`src/rtl/ahb_slave_mem_arb_if.sv`:
```
// Bus bundle between two memory requesters, the arbiter and a single-ported memory stub.
// The slave modport is the arbiter; the master modport is the environment (requesters plus memory).
interface ahb_slave_mem_arb_if #(
   parameter int ADDR_BITS = 24
);
   logic                 m0_req;
   logic                 m0_wr;
   logic [ADDR_BITS-1:0] m0_addr;
   logic [31:0]          m0_wdata;
   logic [3:0]           m0_bsel;
   logic                 m0_lock;
   logic                 m0_gnt;
   logic                 m0_rvalid;
   logic [31:0]          m0_rdata;

   logic                 m1_req;
   logic                 m1_wr;
   logic [ADDR_BITS-1:0] m1_addr;
   logic [31:0]          m1_wdata;
   logic [3:0]           m1_bsel;
   logic                 m1_lock;
   logic                 m1_gnt;
   logic                 m1_rvalid;
   logic [31:0]          m1_rdata;

   logic                 WR;
   logic                 RD;
   logic [ADDR_BITS-1:0] ADDR_WR;
   logic [ADDR_BITS-1:0] ADDR_RD;
   logic [31:0]          DIN;
   logic [3:0]           BSEL;
   logic [31:0]          DOUT;

   modport slave (
      input  m0_req, m0_wr, m0_addr, m0_wdata, m0_bsel, m0_lock,
      output m0_gnt, m0_rvalid, m0_rdata,
      input  m1_req, m1_wr, m1_addr, m1_wdata, m1_bsel, m1_lock,
      output m1_gnt, m1_rvalid, m1_rdata,
      output WR, RD, ADDR_WR, ADDR_RD, DIN, BSEL,
      input  DOUT
   );

   modport master (
      output m0_req, m0_wr, m0_addr, m0_wdata, m0_bsel, m0_lock,
      input  m0_gnt, m0_rvalid, m0_rdata,
      output m1_req, m1_wr, m1_addr, m1_wdata, m1_bsel, m1_lock,
      input  m1_gnt, m1_rvalid, m1_rdata,
      input  WR, RD, ADDR_WR, ADDR_RD, DIN, BSEL,
      output DOUT
   );
endinterface

```
`src/rtl/ahb_slave_mem_arb.sv`:
```
// Round-robin two-port arbiter onto a single-ported memory stub, with bounded lock bursts,
// registered memory commands and read-data steering to the issuing requester.
module ahb_slave_mem_arb #(
   parameter int ADDR_BITS = 24,
   parameter int MAX_LOCK  = 16
) (
   input logic                clk,
   input logic                reset,
   ahb_slave_mem_arb_if.slave bus
);
   localparam logic [7:0] LP_MAX = 8'(MAX_LOCK);

   logic                 r_last;
   logic                 r_locked;
   logic                 r_lock_own;
   logic [7:0]           r_lock_cnt;

   logic                 r_wr_p1;
   logic                 r_rd_p1;
   logic                 r_rd_own_p1;
   logic [ADDR_BITS-1:0] r_addr_wr_p1;
   logic [ADDR_BITS-1:0] r_addr_rd_p1;
   logic [31:0]          r_din_p1;
   logic [3:0]           r_bsel_p1;
   logic [1:0]           r_rvalid_p2;

   logic                 w_own_req;
   logic                 w_oth_req;
   logic                 w_acc;
   logic                 w_sel;
   logic                 w_restart;
   logic                 w_wr;
   logic                 w_lock;
   logic [ADDR_BITS-1:0] w_addr;
   logic [31:0]          w_wdata;
   logic [3:0]           w_bsel;

   function automatic logic [7:0] f_sat_inc(input logic [7:0] c);
      return (c >= LP_MAX) ? LP_MAX : c + 8'd1;
   endfunction

   always_comb begin
      w_own_req = r_lock_own ? bus.m1_req : bus.m0_req;
      w_oth_req = r_lock_own ? bus.m0_req : bus.m1_req;
      w_acc     = 1'b0;
      w_sel     = 1'b0;
      w_restart = 1'b0;
      if (reset) begin
         if (r_locked && w_own_req) begin
            w_acc = 1'b1;
            if (r_lock_cnt < LP_MAX) begin
               w_sel = r_lock_own;
            end else if (w_oth_req) begin
               w_sel = ~r_lock_own;
            end else begin
               // Budget spent but nobody else waiting: owner keeps going on a fresh count.
               w_sel     = r_lock_own;
               w_restart = 1'b1;
            end
         end else if (bus.m0_req && bus.m1_req) begin
            w_acc = 1'b1;
            w_sel = ~r_last;
         end else if (bus.m0_req) begin
            w_acc = 1'b1;
            w_sel = 1'b0;
         end else if (bus.m1_req) begin
            w_acc = 1'b1;
            w_sel = 1'b1;
         end
      end
   end

   always_comb begin
      w_wr    = w_sel ? bus.m1_wr    : bus.m0_wr;
      w_lock  = w_sel ? bus.m1_lock  : bus.m0_lock;
      w_addr  = w_sel ? bus.m1_addr  : bus.m0_addr;
      w_wdata = w_sel ? bus.m1_wdata : bus.m0_wdata;
      w_bsel  = w_sel ? bus.m1_bsel  : bus.m0_bsel;
   end

   assign bus.m0_gnt = w_acc & ~w_sel;
   assign bus.m1_gnt = w_acc &  w_sel;

   always_ff @(posedge clk) begin
      if (!reset) begin
         r_last     <= 1'b1;
         r_locked   <= 1'b0;
         r_lock_own <= 1'b0;
         r_lock_cnt <= 8'd0;
      end else if (w_acc) begin
         r_last <= w_sel;
         if (w_lock) begin
            r_locked   <= 1'b1;
            r_lock_own <= w_sel;
            r_lock_cnt <= (r_locked && (r_lock_own == w_sel) && !w_restart) ?
                          f_sat_inc(r_lock_cnt) : 8'd1;
         end else begin
            r_locked   <= 1'b0;
            r_lock_cnt <= 8'd0;
         end
      end else if (r_locked && !w_own_req) begin
         r_locked   <= 1'b0;
         r_lock_cnt <= 8'd0;
      end
   end

   // Stage p1: registered memory command; stage p2: read-data qualifier
   always_ff @(posedge clk) begin
      if (!reset) begin
         r_wr_p1      <= 1'b0;
         r_rd_p1      <= 1'b0;
         r_rd_own_p1  <= 1'b0;
         r_addr_wr_p1 <= '0;
         r_addr_rd_p1 <= '0;
         r_din_p1     <= '0;
         r_bsel_p1    <= '0;
         r_rvalid_p2  <= 2'b00;
      end else begin
         r_wr_p1 <= w_acc &  w_wr;
         r_rd_p1 <= w_acc & ~w_wr;
         if (w_acc && w_wr) begin
            r_addr_wr_p1 <= w_addr;
            r_din_p1     <= w_wdata;
            r_bsel_p1    <= w_bsel;
         end
         if (w_acc && !w_wr) begin
            r_addr_rd_p1 <= w_addr;
            r_rd_own_p1  <= w_sel;
         end
         r_rvalid_p2 <= {r_rd_p1 & r_rd_own_p1, r_rd_p1 & ~r_rd_own_p1};
      end
   end

   assign bus.WR      = r_wr_p1;
   assign bus.RD      = r_rd_p1;
   assign bus.ADDR_WR = r_addr_wr_p1;
   assign bus.ADDR_RD = r_addr_rd_p1;
   assign bus.DIN     = r_din_p1;
   assign bus.BSEL    = r_bsel_p1;

   assign bus.m0_rvalid = r_rvalid_p2[0];
   assign bus.m1_rvalid = r_rvalid_p2[1];
   assign bus.m0_rdata  = bus.DOUT;
   assign bus.m1_rdata  = bus.DOUT;
endmodule

```
`src/flat_wrapper.sv`:
```
// flat-port wrapper written by rule: the top's interface ports become plain ports
module ahb_slave_mem_arb_flat 
#(
   parameter int ADDR_BITS = 24,
   parameter int MAX_LOCK  = 16
)
  (clk, reset, bus_m0_req, bus_m0_wr, bus_m0_addr, bus_m0_wdata, bus_m0_bsel, bus_m0_lock, bus_m0_gnt, bus_m0_rvalid, bus_m0_rdata, bus_m1_req, bus_m1_wr, bus_m1_addr, bus_m1_wdata, bus_m1_bsel, bus_m1_lock, bus_m1_gnt, bus_m1_rvalid, bus_m1_rdata, bus_WR, bus_RD, bus_ADDR_WR, bus_ADDR_RD, bus_DIN, bus_BSEL, bus_DOUT);
  ahb_slave_mem_arb_if #(.ADDR_BITS(ADDR_BITS)) bus_i ();
  input logic clk;
  input logic reset;
  input wire logic [$bits(bus_i.m0_req)-1:0] bus_m0_req;
  input wire logic [$bits(bus_i.m0_wr)-1:0] bus_m0_wr;
  input wire logic [$bits(bus_i.m0_addr)-1:0] bus_m0_addr;
  input wire logic [$bits(bus_i.m0_wdata)-1:0] bus_m0_wdata;
  input wire logic [$bits(bus_i.m0_bsel)-1:0] bus_m0_bsel;
  input wire logic [$bits(bus_i.m0_lock)-1:0] bus_m0_lock;
  output wire logic [$bits(bus_i.m0_gnt)-1:0] bus_m0_gnt;
  output wire logic [$bits(bus_i.m0_rvalid)-1:0] bus_m0_rvalid;
  output wire logic [$bits(bus_i.m0_rdata)-1:0] bus_m0_rdata;
  input wire logic [$bits(bus_i.m1_req)-1:0] bus_m1_req;
  input wire logic [$bits(bus_i.m1_wr)-1:0] bus_m1_wr;
  input wire logic [$bits(bus_i.m1_addr)-1:0] bus_m1_addr;
  input wire logic [$bits(bus_i.m1_wdata)-1:0] bus_m1_wdata;
  input wire logic [$bits(bus_i.m1_bsel)-1:0] bus_m1_bsel;
  input wire logic [$bits(bus_i.m1_lock)-1:0] bus_m1_lock;
  output wire logic [$bits(bus_i.m1_gnt)-1:0] bus_m1_gnt;
  output wire logic [$bits(bus_i.m1_rvalid)-1:0] bus_m1_rvalid;
  output wire logic [$bits(bus_i.m1_rdata)-1:0] bus_m1_rdata;
  output wire logic [$bits(bus_i.WR)-1:0] bus_WR;
  output wire logic [$bits(bus_i.RD)-1:0] bus_RD;
  output wire logic [$bits(bus_i.ADDR_WR)-1:0] bus_ADDR_WR;
  output wire logic [$bits(bus_i.ADDR_RD)-1:0] bus_ADDR_RD;
  output wire logic [$bits(bus_i.DIN)-1:0] bus_DIN;
  output wire logic [$bits(bus_i.BSEL)-1:0] bus_BSEL;
  input wire logic [$bits(bus_i.DOUT)-1:0] bus_DOUT;
  assign bus_i.m0_req = bus_m0_req;
  assign bus_i.m0_wr = bus_m0_wr;
  assign bus_i.m0_addr = bus_m0_addr;
  assign bus_i.m0_wdata = bus_m0_wdata;
  assign bus_i.m0_bsel = bus_m0_bsel;
  assign bus_i.m0_lock = bus_m0_lock;
  assign bus_m0_gnt = bus_i.m0_gnt;
  assign bus_m0_rvalid = bus_i.m0_rvalid;
  assign bus_m0_rdata = bus_i.m0_rdata;
  assign bus_i.m1_req = bus_m1_req;
  assign bus_i.m1_wr = bus_m1_wr;
  assign bus_i.m1_addr = bus_m1_addr;
  assign bus_i.m1_wdata = bus_m1_wdata;
  assign bus_i.m1_bsel = bus_m1_bsel;
  assign bus_i.m1_lock = bus_m1_lock;
  assign bus_m1_gnt = bus_i.m1_gnt;
  assign bus_m1_rvalid = bus_i.m1_rvalid;
  assign bus_m1_rdata = bus_i.m1_rdata;
  assign bus_WR = bus_i.WR;
  assign bus_RD = bus_i.RD;
  assign bus_ADDR_WR = bus_i.ADDR_WR;
  assign bus_ADDR_RD = bus_i.ADDR_RD;
  assign bus_DIN = bus_i.DIN;
  assign bus_BSEL = bus_i.BSEL;
  assign bus_i.DOUT = bus_DOUT;
  ahb_slave_mem_arb #(.ADDR_BITS(ADDR_BITS), .MAX_LOCK(MAX_LOCK)) u_core (.clk(clk), .reset(reset), .bus(bus_i));
endmodule
```
`config.mk`:
```
export PLATFORM = sky130hd
export DESIGN_NAME = ahb_slave_mem_arb_flat
export DESIGN_NICKNAME = d
export VERILOG_FILES = /design/src/rtl/ahb_slave_mem_arb_if.sv /design/src/rtl/ahb_slave_mem_arb.sv /design/src/flat_wrapper.sv
export SDC_FILE = /design/constraint.sdc
export NUM_CORES = 1
export LEC_CHECK = 0
export ABC_CLOCK_PERIOD_IN_PS = 2450
export BUFFER_PORTS_ARGS = -buffer_cell sky130_fd_sc_hd__buf_4
export CORE_AREA = 2 2 123 125
export CTS_CLUSTER_DIAMETER = 30
export DETAILED_ROUTE_END_ITERATION = 10
export DIE_AREA = 0 0 125 127
export MAX_ROUTING_LAYER = met4
export PLACE_DENSITY = 0.76
export SYNTH_ARGS = -nofsm -noshare
export SYNTH_HDL_FRONTEND = slang
export SYNTH_SLANG_ARGS = --single-unit
```
`constraint.sdc`:
```
create_clock -name clk -period 2.45 [get_ports clk]
set_clock_uncertainty 0.15 [all_clocks]
set_input_delay 0.3675 -clock clk [delete_from_list [all_inputs] [get_ports clk]]
set_output_delay 0.3675 -clock clk [all_outputs]
set_load 0.03 [all_outputs]
```
# Word-level counts from Yosys, hierarchy flattened
# Cells that the tools add are included.
[word_totals]
ff_bits = 100
[classes]
reduce_logical = 12
n_bitwise = 11
n_lt_le_gt_ge = 2
n_eq_ne = 1
mux = 30
add_sub_neg = 1
[op_table]
columns = ["op", "n"]
rows = [
  ["$mux 8", 5],
  ["$mux 32", 1],
  ["$mux 24", 1],
  ["$mux 1", 22],
  ["$add 8x1->8 const B", 1],
  ["$ge 8x5->1 const B", 1],
  ["$lt 8x5->1 const B", 1],
  ["$logic_and 1x1->1", 7],
  ["$and 1x1->1", 6],
  ["$not 1->1", 5],
  ["$mux 4", 1],
  ["$logic_not 1->1", 3],
  ["$reduce_and 2->1", 1],
  ["$reduce_bool 2->1", 1],
  ["$eq 1x1->1", 1],
]

# Logic depth before layout (Yosys ltp)
# Gate-level depths: netlist (run 1).
[logic_depth]
depth_word = 11
ltp_mapped = 9
mapped_depth_nobuf = 6

# Worst setup path after synthesis (run 1)
# No wires, ideal clock.
[synth_timing]
path_kind = "register to output"
startpoint = "reg u_core.r_lock_cnt[7]"
endpoint = "out bus_m0_gnt"
path_slack_ns = 0.256
t_arrival_ns = 1.677
path_stages_with_launch = 7
path_buffers = 2
cell_sequence = "dfxtp_1 -> o41ai_2 -> xor2_1 -> a31o_2 -> buf_6 -> buf_2 -> and2_1"
[synth_via]
elab_chain_cells = 6
[synth_rtl]
columns = ["item", "line_no", "source"]
rows = [
  ["from (decl)", "ahb_slave_mem_arb.sv:16", "logic [7:0] r_lock_cnt;"],
  ["from (signal assigned)", "ahb_slave_mem_arb.sv:95", "r_lock_cnt <= (r_locked && (r_lock_own == w_sel) && !w_restart) ?"],
  ["$lt 8x5->1", "ahb_slave_mem_arb.sv:51", "if (r_lock_cnt < LP_MAX) begin"],
  ["$mux 1", "ahb_slave_mem_arb.sv:51", ""],
  ["$mux 1", "ahb_slave_mem_arb.sv:49", "if (r_locked && w_own_req) begin"],
  ["$mux 1", "ahb_slave_mem_arb.sv:48", "if (reset) begin"],
  ["$not 1->1", "ahb_slave_mem_arb.sv:81", "assign bus.m0_gnt = w_acc & ~w_sel;"],
  ["$and 1x1->1", "ahb_slave_mem_arb.sv:81", ""],
  ["to (decl)", "flat_wrapper.sv:17", "output wire logic [$bits(bus_i.m0_gnt)-1:0] bus_m0_gnt;"],
]
# Every way passes these cells.

# Final worst setup path (run 1)
# Ends and elaborated chain as after synthesis.

==> results.cfg, run 1 <==
[sta]
final.min_clock_period_ns = 2.42
tightest_slew_ns = 0.570
setup_viol = 0
drv_slew = 0
period_share = 0.989
hold_ws_ns = 0.124
hold_violations = 0
rsz0062_at_grt = yes
finalWorstSetupSlack_ns = 0.0273
slew_headroom = 0.620
timing.fmax_mhz = 413

[clocking]
hold_buffers = 0
htreeDepth = 3
numCtsBuffers = 9
cts_tree = yes
clock_latency_ns = 0.34
clockBufferDepth = 2
cts.sinks = 100
root_buffer = clkbuf_16
path_clk_slew_ns = 0.07

[yosys]
synth.top_cell.area_share = 0.378
ys_seq_area_frac = 0.378
yosys_warnings = 0
ys_types = 44
netlist_area_um2 = 5290
synth_xor_area_frac = 0.00165
synth_top_family_by_area = simple AND/OR/NAND/NOR gates
synth_nets = 721
synthSimpleGateAreaFrac = 0.248
synthTopCellsByArea = dfxtp_1, or3_1, o2111a_1
syn_inst = 559
synth_async_sr_flop_share = 0
synth_edf_count = 0
ys.flop_type = dfxtp_1
syn_avg_cell_area_um2 = 9.47
synthAdderAreaFrac = 0.00473
yosys.area.top_type = dfxtp_1
synth.area.mux_share = 0.00685
synth_compound_area_frac = 0.216
ys_ff_latch = 100

[routing]
drtIter0Drc = 238
drt_wl_total_mm = 17.3
vias_per_cell = 5.76
drt_first_pass_iters = 4
routed-via-count = 5122
wl_per_cell_um = 19.4
remaining_drc_errors = 0
ant_nets = 0

[grt]
antenna_found_initial = 0
grt.total_usage = 0.213
grt_max_degree = 54
first_global_vias = 5264
grt.overflow.total = 0
grt_pass1_wl_mm = 26.8

[place]
hpwlAfterDp_mm = 11.4
place_ws_ns = -0.0843
port-buffer-count = 217
place_congestion = 0.864

[die]
fp.dieW_um = 125
die-area_um2 = 15900
ios = 314
core-area_um2 = 14400
die_h_um = 127
std_cell_rows = 44
start_util = 0.367

[pwr]
leakagePower_nw = 2.98
p_per_area_nw_per_um2 = 626
peakVddDrop_uv = 392

[final_layout]
n_fill_cell = 1351
antennaDiodeCount = 0
multi_input_area_um2 = 2580
final_cell_mix = buf_4, or3_1, dfxtp_1
syn2layout_area_growth_pct = 35.8
final_common_cell = buf_4
regArea_um2 = 2010
drive_gt1_frac = 0.391
nets = 863

[worst_setup_path]
path_buf_inv = 2
criticalPathCategory = reg2out
slowest_stage = o41ai_4
critPathLaunchType = flop
crit_path_max_fanout = 5
cp_top_family = compound AO/OA/AOI/OAI gates
crit_required_ns = 1.93
cpPeakStageDelay_ns = 0.38
end_kind = output port
worstPathArrival_ns = 1.91
crit_chain = o41ai_4 -> xor2_1 -> a31o_4 -> buf_12 -> and2_4 -> buf_6

[outcome]
status = finished clean

[worst_hold_path]
hp-class = in2reg

[flow_run]
cap_viol_max_count = 0
-- metrics by stage --
stage	instance area, um2	setup TNS [ns]	std cells	total power [mW]	util
floorplan	5290	0	559	2.63	-
global placement	6620	-0.0150	859	2.90	0.459
detailed placement	6620	-3.34	859	2.93	0.459
CTS	7110	-0.0121	883	4.53	0.493
global route	7190	-0.486	890	4.69	0.498
finish	7190	0	890	4.50	0.498
-- area by class of cell --
| class | instances | area share |
|---|---|---|
| clock buffers | 12 | 0.0343 |
| clock inverters | 4 | 0.0101 |
| inverters | 5 | 0.00331 |
| multi-input cells | 334 | 0.359 |
| flip-flops and latches | 100 | 0.279 |
| well taps | 184 | 0.0320 |
| repair buffers | 251 | 0.282 |
-- where the power goes --
group	total, mW	switching [mW]	internal (mW)	leakage (nW)
Combinational	1.14	0.621	0.520	2.01
Clock	1.54	0.613	0.923	0.153
Sequential	1.83	0.0751	1.75	0.823
Total	4.50	1.31	3.19	2.98
-- cells in the mapped netlist (2+ instances only) --
cell type  count
ha_1           2
o221ai_1       3
or3_1        168
o211ai_1       2
nand2b_1       3
nor2b_1        4
clkbuf_1      41
inv_1          4
and3_1         6
buf_2         10
a21oi_1        3
dfxtp_1      100
buf_6          4
o2111a_1      84
nand3_1        2
o21ai_0        4
buf_4         66
nand2_1       19
a21boi_0       3
and2_1         3
or2_2          2
and4_1         2
nor2_1         3
-- worst reg2reg max path, cell delays in order (launching register included) --
cell	delay, ns
dfxtp_4	0.35
o41ai_4	0.38
xor2_1	0.22
a31o_4	0.25
buf_12	0.12
buf_4	0.11
mux2i_4	0.25
buf_12	0.27
o2111a_1	0.23
-- metal layers --
metal / up-vias / global-route usage / part of all wire
met3: 57 / 0.0595 / 0.082
met1: 2435 / 0.238 / 0.40
met2: 271 / 0.360 / 0.49
li1: 2359 / - / -
met5: - / - / 0
met4: 0 / 0.0882 / 0.033
-- repair_timing --
action	4_1_cts	5_1_grt
setup endpoints to repair	86	82
cloned	3	1
gates resized for setup	9	4
setup buffers	5	6
pin swaps	3	3
-- registers in the layout (all words and copies together) (netlist names) --
| name | cells |
|---|---|
| u_core.bus.BSEL | 4 |
| u_core.r_lock_cnt | 8 |
| u_core.r_rd_own_p1 | 1 |
| u_core.bus.DIN | 32 |
| u_core.bus.RD | 1 |
| u_core.r_rvalid_p2 | 2 |
| u_core.r_lock_own | 1 |
| u_core.bus.ADDR_RD | 24 |
| u_core.bus.ADDR_WR | 24 |
| u_core.r_last | 1 |
| u_core.r_locked | 1 |
| u_core.bus.WR | 1 |
-- final timing paths --
kind / from / endpoint / slack [ns] / depth (start not counted)
worst min-delay path: bus_m1_lock / u_core.r_locked / 0.12 / 3
worst max-delay path: u_core.r_lock_cnt[7] / bus_m0_gnt / 0.03 / 6
worst max register to register: u_core.r_lock_cnt[7] / u_core.bus.DIN[4] / 0.06 / 8
worst min register to register: u_core.r_rd_own_p1 / u_core.r_rvalid_p2[0] / 0.31 / 1
-- kinds of logic (layout without fill, tap and decap cells) --
| logic type | after synthesis | in the layout |
|---|---|---|
| xor gates and xnor gates | 1 | 1 |
| buffers and inverters | 126 | 272 |
| muxes | 2 | 3 |
| adders and majority gates | 2 | 2 |
| and+or+nand+nor | 218 | 218 |
| AOI/OAI and AO/OA | 110 | 110 |
| DFF | 100 | 100 |
Power figures use the tool's default switching activity.
==> run 2, diff against run 1 <==
- ABC_AREA: default -> 1
- CORE_AREA: 2 2 123 125 -> 2 2 121 123
- DIE_AREA: 0 0 125 127 -> 0 0 123 125
- MAX_ROUTING_LAYER: met4 -> default
- PLACE_DENSITY: 0.76 -> 0.8
==> run 2 against run 1 <==
  * First-iteration DRC count up 15%
  * Sequential cell count unchanged
  * Fmax up 2.5%
  * Critical endpoint unchanged
  * Cell count up 42%
  * Routed wire length down 20%
==> results.cfg, run 2 <==
[outcome]
status = finished clean

[yosys]
synth_compound_area_frac = 0.0302
synth_nets = 1091
ys.flop_type = dfxtp_1
ys_seq_area_frac = 0.360
yosysMostFrequentCell = nand2_1
syn_avg_cell_area_um2 = 5.98
netlist_area_um2 = 5550
synth_edf_count = 0
ys_ff_latch = 100
syn_inst = 929
synth_common_cells = nand2_1, nor2_1, inv_1
ys_types = 25
yosys.area.top_type = dfxtp_1
synthAdderAreaFrac = 0.00451
synth_top_family_by_area = simple AND/OR/NAND/NOR gates
synth.top_cell.area_share = 0.360
synth_async_sr_flop_share = 0
synth_xor_area_frac = 0.00315
synth.area.mux_share = 0
yosys_warnings = 0
synthSimpleGateAreaFrac = 0.378
synthTopCellsByArea = dfxtp_1, nand2_1, nor2_1

[worst_setup_path]
cpPeakStageDelay_ns = 0.38
criticalPathCategory = reg2out
crit_required_ns = 1.93
worstPathArrival_ns = 1.85
cp_num_cells = 10
crit_path_max_fanout = 14
critPathLaunchType = flop
slowest_stage = dfxtp_4
crit_chain = inv_2 -> nand2_1 -> nand3_1 -> a21oi_2 -> nand2_2 -> buf_12 -> inv_1 -> buf_6 -> nor2_1 -> buf_4
path_buf_inv = 5
reg2reg_depth = 13
end_kind = output port
cp_top_family = buffers and inverters

[grt]
grt_pass1_wl_mm = 22.0
grt.overflow.total = 0
grt.total_usage = 0.177
first_global_vias = 4816
grt_max_degree = 90
antenna_found_initial = 0

[final_layout]
antennaDiodeCount = 0
n_fill_cell = 1471
fin_area_um2 = 7240
final_common_cell = nand2_1
drive_gt1_frac = 0.243
nets = 1233
largest_register_ff_count = 32
final_cell_mix = nand2_1, buf_4, nor2_1
syn2layout_area_growth_pct = 30.3

[clocking]
hold_buffers = 0
path_clk_slew_ns = 0.07
root_buffer = clkbuf_16
clockBufferDepth = 2
numCtsBuffers = 9
cts.sinks = 100
clock_latency_ns = 0.34
cts_tree = yes
htreeDepth = 3

[sta]
drv_slew = 0
slew_headroom = 0.371
tns_ns = 0
final.min_clock_period_ns = 2.36
timing.fmax_mhz = 423
setup_viol = 0
tightest_slew_ns = 0.943
hold_violations = 0
hold_ws_ns = 0.0880
period_share = 0.965

[die]
start_util = 0.391
die-area_um2 = 15400
die_h_um = 125
core-area_um2 = 14200
fp.dieW_um = 123
std_cell_rows = 44
ios = 314

[routing]
routed-via-count = 5363
drt_wl_total_mm = 13.8
wl_per_cell_um = 11.0
drtIter0Drc = 274
remaining_drc_errors = 0
ant_nets = 0
vias_per_cell = 4.26
drt_first_pass_iters = 4

[flow_run]
cap_viol_max_count = 0

[place]
hpwlAfterDp_mm = 10.0
port-buffer-count = 217
dpl-instance-area_um2 = 6910
place_congestion = 0.856

[pwr]
combinationalPowerShare = 0.271
p_seq_frac = 0.407
leakagePower_nw = 4.21
swShare = 0.314
p_sw_mw = 1.40
p_int_mw = 3.06
pwr-share-clk = 0.322
peakVddDrop_uv = 361
p_per_area_nw_per_um2 = 617

[worst_hold_path]
min_path_cells = 2
hp-class = in2reg
==> run 2: final cells by class <==
cell class / count / area, um2 / share of cell area
Clock buffer: 11 / 243 / 0.0335
Clock inverter: 5 / 61.3 / 0.00847
Inverter: 145 / 544 / 0.0752
Multi-Input combinational cell: 579 / 2310 / 0.320
Sequential cell: 100 / 2010 / 0.277
Tap cell: 184 / 230 / 0.0318
Timing Repair Buffer: 236 / 1840 / 0.254
==> run 2: power by group through the flow <==
stage,registers [mW],clock network [mW],logic (mW)
2_1_floorplan,2.08,0,0.700
3_3_place_gp,1.85,0,1.20
3_5_place_dp,1.85,0,1.21
4_1_cts,1.82,1.49,1.21
5_1_grt,1.83,1.56,1.35
6_report,1.82,1.44,1.21
==> run 2: path summary, 6_finish.rpt <==
| check | startpoint | to | slack (ns) |
|---|---|---|---|
| max | u_core.r_lock_own | bus_m0_gnt | 0.09 |
| min | bus_m1_wr | u_core.r_rd_own_p1 | 0.09 |
| min reg2reg | u_core.r_lock_cnt[6] | u_core.r_lock_cnt[6] | 0.28 |
| max reg2reg | u_core.r_lock_own | u_core.bus.DIN[19] | 0.19 |
==> run 2: cell families after synthesis <==
kind of cell | Yosys count
DFF | 100
buffers and inverters | 250
xor gates and xnor gates | 2
adders and majority gates | 2
and+or+nand+nor | 547
AOI/OAI and AO/OA | 28
==> run 2: routing by layer <==
layer,GRT usage,vias up,wire length (um)
met4,0.0922,0,483
met2,0.301,174,6560
met1,0.205,2243,5870
met3,0.0392,50,892
met5,0,-,0
li1,-,2896,-
==> run 2: timing repair <==
item | 4_1_cts | 5_1_grt
cloned | 0 | 0
resized for setup | 1 | 2
buffers inserted | 0 | 2
setup endpoints to repair | 2 | 2
pin swaps | 0 | 2
==> run 2: worst reg2reg max path, delay by kind of cell, from the launching register on <==
family | cells | cell delay (ns)
AND/OR/NAND/NOR | 8 | 0.78
buffers and inverters | 3 | 0.55
flip-flops | 1 | 0.38
AO/OA/AOI/OAI | 2 | 0.29
==> run 2: stage by stage <==
step                      utilization  cells  worst slack, ns  total power, mW
after floorplan                     -    929            0.282             2.78
after global placement          0.487   1242            0.199             3.04
after detailed placement        0.487   1242            0.172             3.06
after CTS                       0.508   1258         0.000836             4.52
after global routing            0.510   1260          -0.0276             4.74
final                           0.510   1260           0.0868             4.46
==> run 3, diff against run 2 <==
- ABC_AREA: 1 -> default
- CORE_AREA: 2 2 121 123 -> 2 2 123 125
- DIE_AREA: 0 0 123 125 -> 0 0 125 127
- PLACE_DENSITY: 0.8 -> 0.76
==> run 3 against run 2 <==
  * Sequential cell count is the same
  * Total power grew 0.79%
  * Fmax shrank 2.3%
  * Largest power group unchanged
==> results.cfg, run 3 (synthesis results as in run 1) <==
[outcome]
status = finished clean

[routing]
drtIter0Drc = 231
wl_per_cell_um = 19.4
routed-via-count = 5091
highest_layer = met4
remaining_drc_errors = 0
wl_met3_mm = 1.45
wl_met2_mm = 8.54
ant_nets = 0
drt_first_pass_iters = 5
vias_per_cell = 5.72
wl_met1_mm = 6.75
drt_wl_total_mm = 17.3

[sta]
timing.fmax_mhz = 413
rsz0062_at_grt = yes
finalWorstSetupSlack_ns = 0.0308
period_share = 0.987
hold_ws_ns = 0.126
hold_violations = 0
tns_ns = 0
tightest_slew_ns = 0.556
setup_viol = 0
drv_slew = 0
slew_headroom = 0.629
final.min_clock_period_ns = 2.42

[grt]
first_global_vias = 5256
grt.total_usage = 0.207
antenna_found_initial = 0
grt_pass1_wl_mm = 26.9
grt_max_degree = 54
grt.overflow.total = 0

[final_layout]
nets = 863
fin_area_um2 = 7190
antennaDiodeCount = 0
final_common_cell = buf_4
syn2layout_area_growth_pct = 35.8
final_cell_mix = buf_4, or3_1, dfxtp_1
utilization = 0.498
n_fill_cell = 1351
largest_register_ff_count = 32
final_cells = 890
drive_gt1_frac = 0.391

[worst_setup_path]
worstPathArrival_ns = 1.90
slowest_stage = o41ai_4
r2r_end = u_core.bus.DIN[4]
critPathLaunchType = flop
end_kind = output port
endpoint = bus_m0_gnt
cpPeakStageDelay_ns = 0.37
crit_chain = o41ai_4 -> xor2_1 -> a31o_4 -> buf_12 -> and2_4 -> buf_6
reg2reg_depth = 8
r2r_slack_ns = 0.06
crit_start = u_core.r_lock_cnt[7]
crit_path_max_fanout = 5
crit_required_ns = 1.93
criticalPathCategory = reg2out
r2r_start = u_core.r_lock_cnt[7]

[worst_hold_path]
hp-class = in2reg
min_path_cells = 3

[die]
die_h_um = 127
start_util = 0.367
std_cell_rows = 44
die-area_um2 = 15900
ios = 314
fp.dieW_um = 125
core-area_um2 = 14400

[pwr]
p_per_area_nw_per_um2 = 626
peakVddDrop_uv = 393
p_total_mw = 4.50
leakagePower_nw = 2.98

[clocking]
path_clk_slew_ns = 0.07
cts.sinks = 100
hold_buffers = 0
cts_tree = yes
clock_latency_ns = 0.34
clockBufferDepth = 2
numCtsBuffers = 9
htreeDepth = 3
root_buffer = clkbuf_16

[place]
dp.cells = 859
dpl-instance-area_um2 = 6620
place_congestion = 0.850
hpwlAfterDp_mm = 11.4
port-buffer-count = 217
place_ws_ns = -0.0843

[flow_run]
cap_viol_max_count = 0
## run 3: cell types whose count changed in the layout (fill, tap and decap cells not counted), sizes merged, moves of 4 or more
| cell | change |
|---|---|
| nand2 | -348 |
| or3 | +168 |
| nor2 | -148 |
| inv | -140 |
| o2111a | +84 |
| nand3 | -23 |
| o21ai | -14 |
| buf | +13 |
| a21oi | -5 |
| and3 | +5 |
| a21boi | +4 |
| and2 | +4 |
| nor2b | +4 |
## run 3: power breakdown
group	total (mW)	internal (mW)	switching (mW)	leakage [nW]
Clock	1.53	0.923	0.610	0.153
Combinational	1.14	0.520	0.621	2.01
Sequential	1.83	1.75	0.0753	0.823
Total	4.50	3.19	1.31	2.98
## run 3: what timing repair did
item | in CTS | in global routing
setup endpoints to repair | 86 | 82
resized for setup | 9 | 4
pin swaps | 3 | 3
setup buffers | 5 | 6
cloned | 3 | 1
## run 3: layout make-up
type	instances	area, um2	area share
Multi-Input combinational cell	334	2580	0.359
Timing Repair Buffer	251	2020	0.282
Sequential cell	100	2010	0.279
Clock buffer	12	246	0.0343
Tap cell	184	230	0.0320
Clock inverter	4	72.6	0.0101
Inverter	5	23.8	0.00331
## run 3: routing by layer
| metal | vias up | GRT usage |
|---|---|---|
| met4 | 0 | 0.0889 |
| met3 | 50 | 0.0683 |
| met5 | - | 0 |
| met2 | 245 | 0.359 |
| met1 | 2440 | 0.234 |
| li1 | 2356 | - |
## run 3: how the worst min path moves through the flow
stage | start | to | slack (ns)
finish | bus_m1_lock | u_core.r_locked | 0.13
global route | bus_m1_lock | u_core.r_locked | 0.13
CTS | bus_m1_lock | u_core.r_locked | 0.12
detailed placement | u_core.r_rd_own_p1 | u_core.r_rvalid_p2[0] | 0.30
global placement | u_core.r_rd_own_p1 | u_core.r_rvalid_p2[0] | 0.29
floorplan | u_core.r_rd_own_p1 | u_core.r_rvalid_p2[0] | 0.25
## run 3: worst max-delay path: cells and delay by family, from the launching register on
kind	cells	cell delay (ns)
flops	1	0.35
simple gates	1	0.13
compound gates	2	0.62
xor+xnor	1	0.22
buf+inv	2	0.24
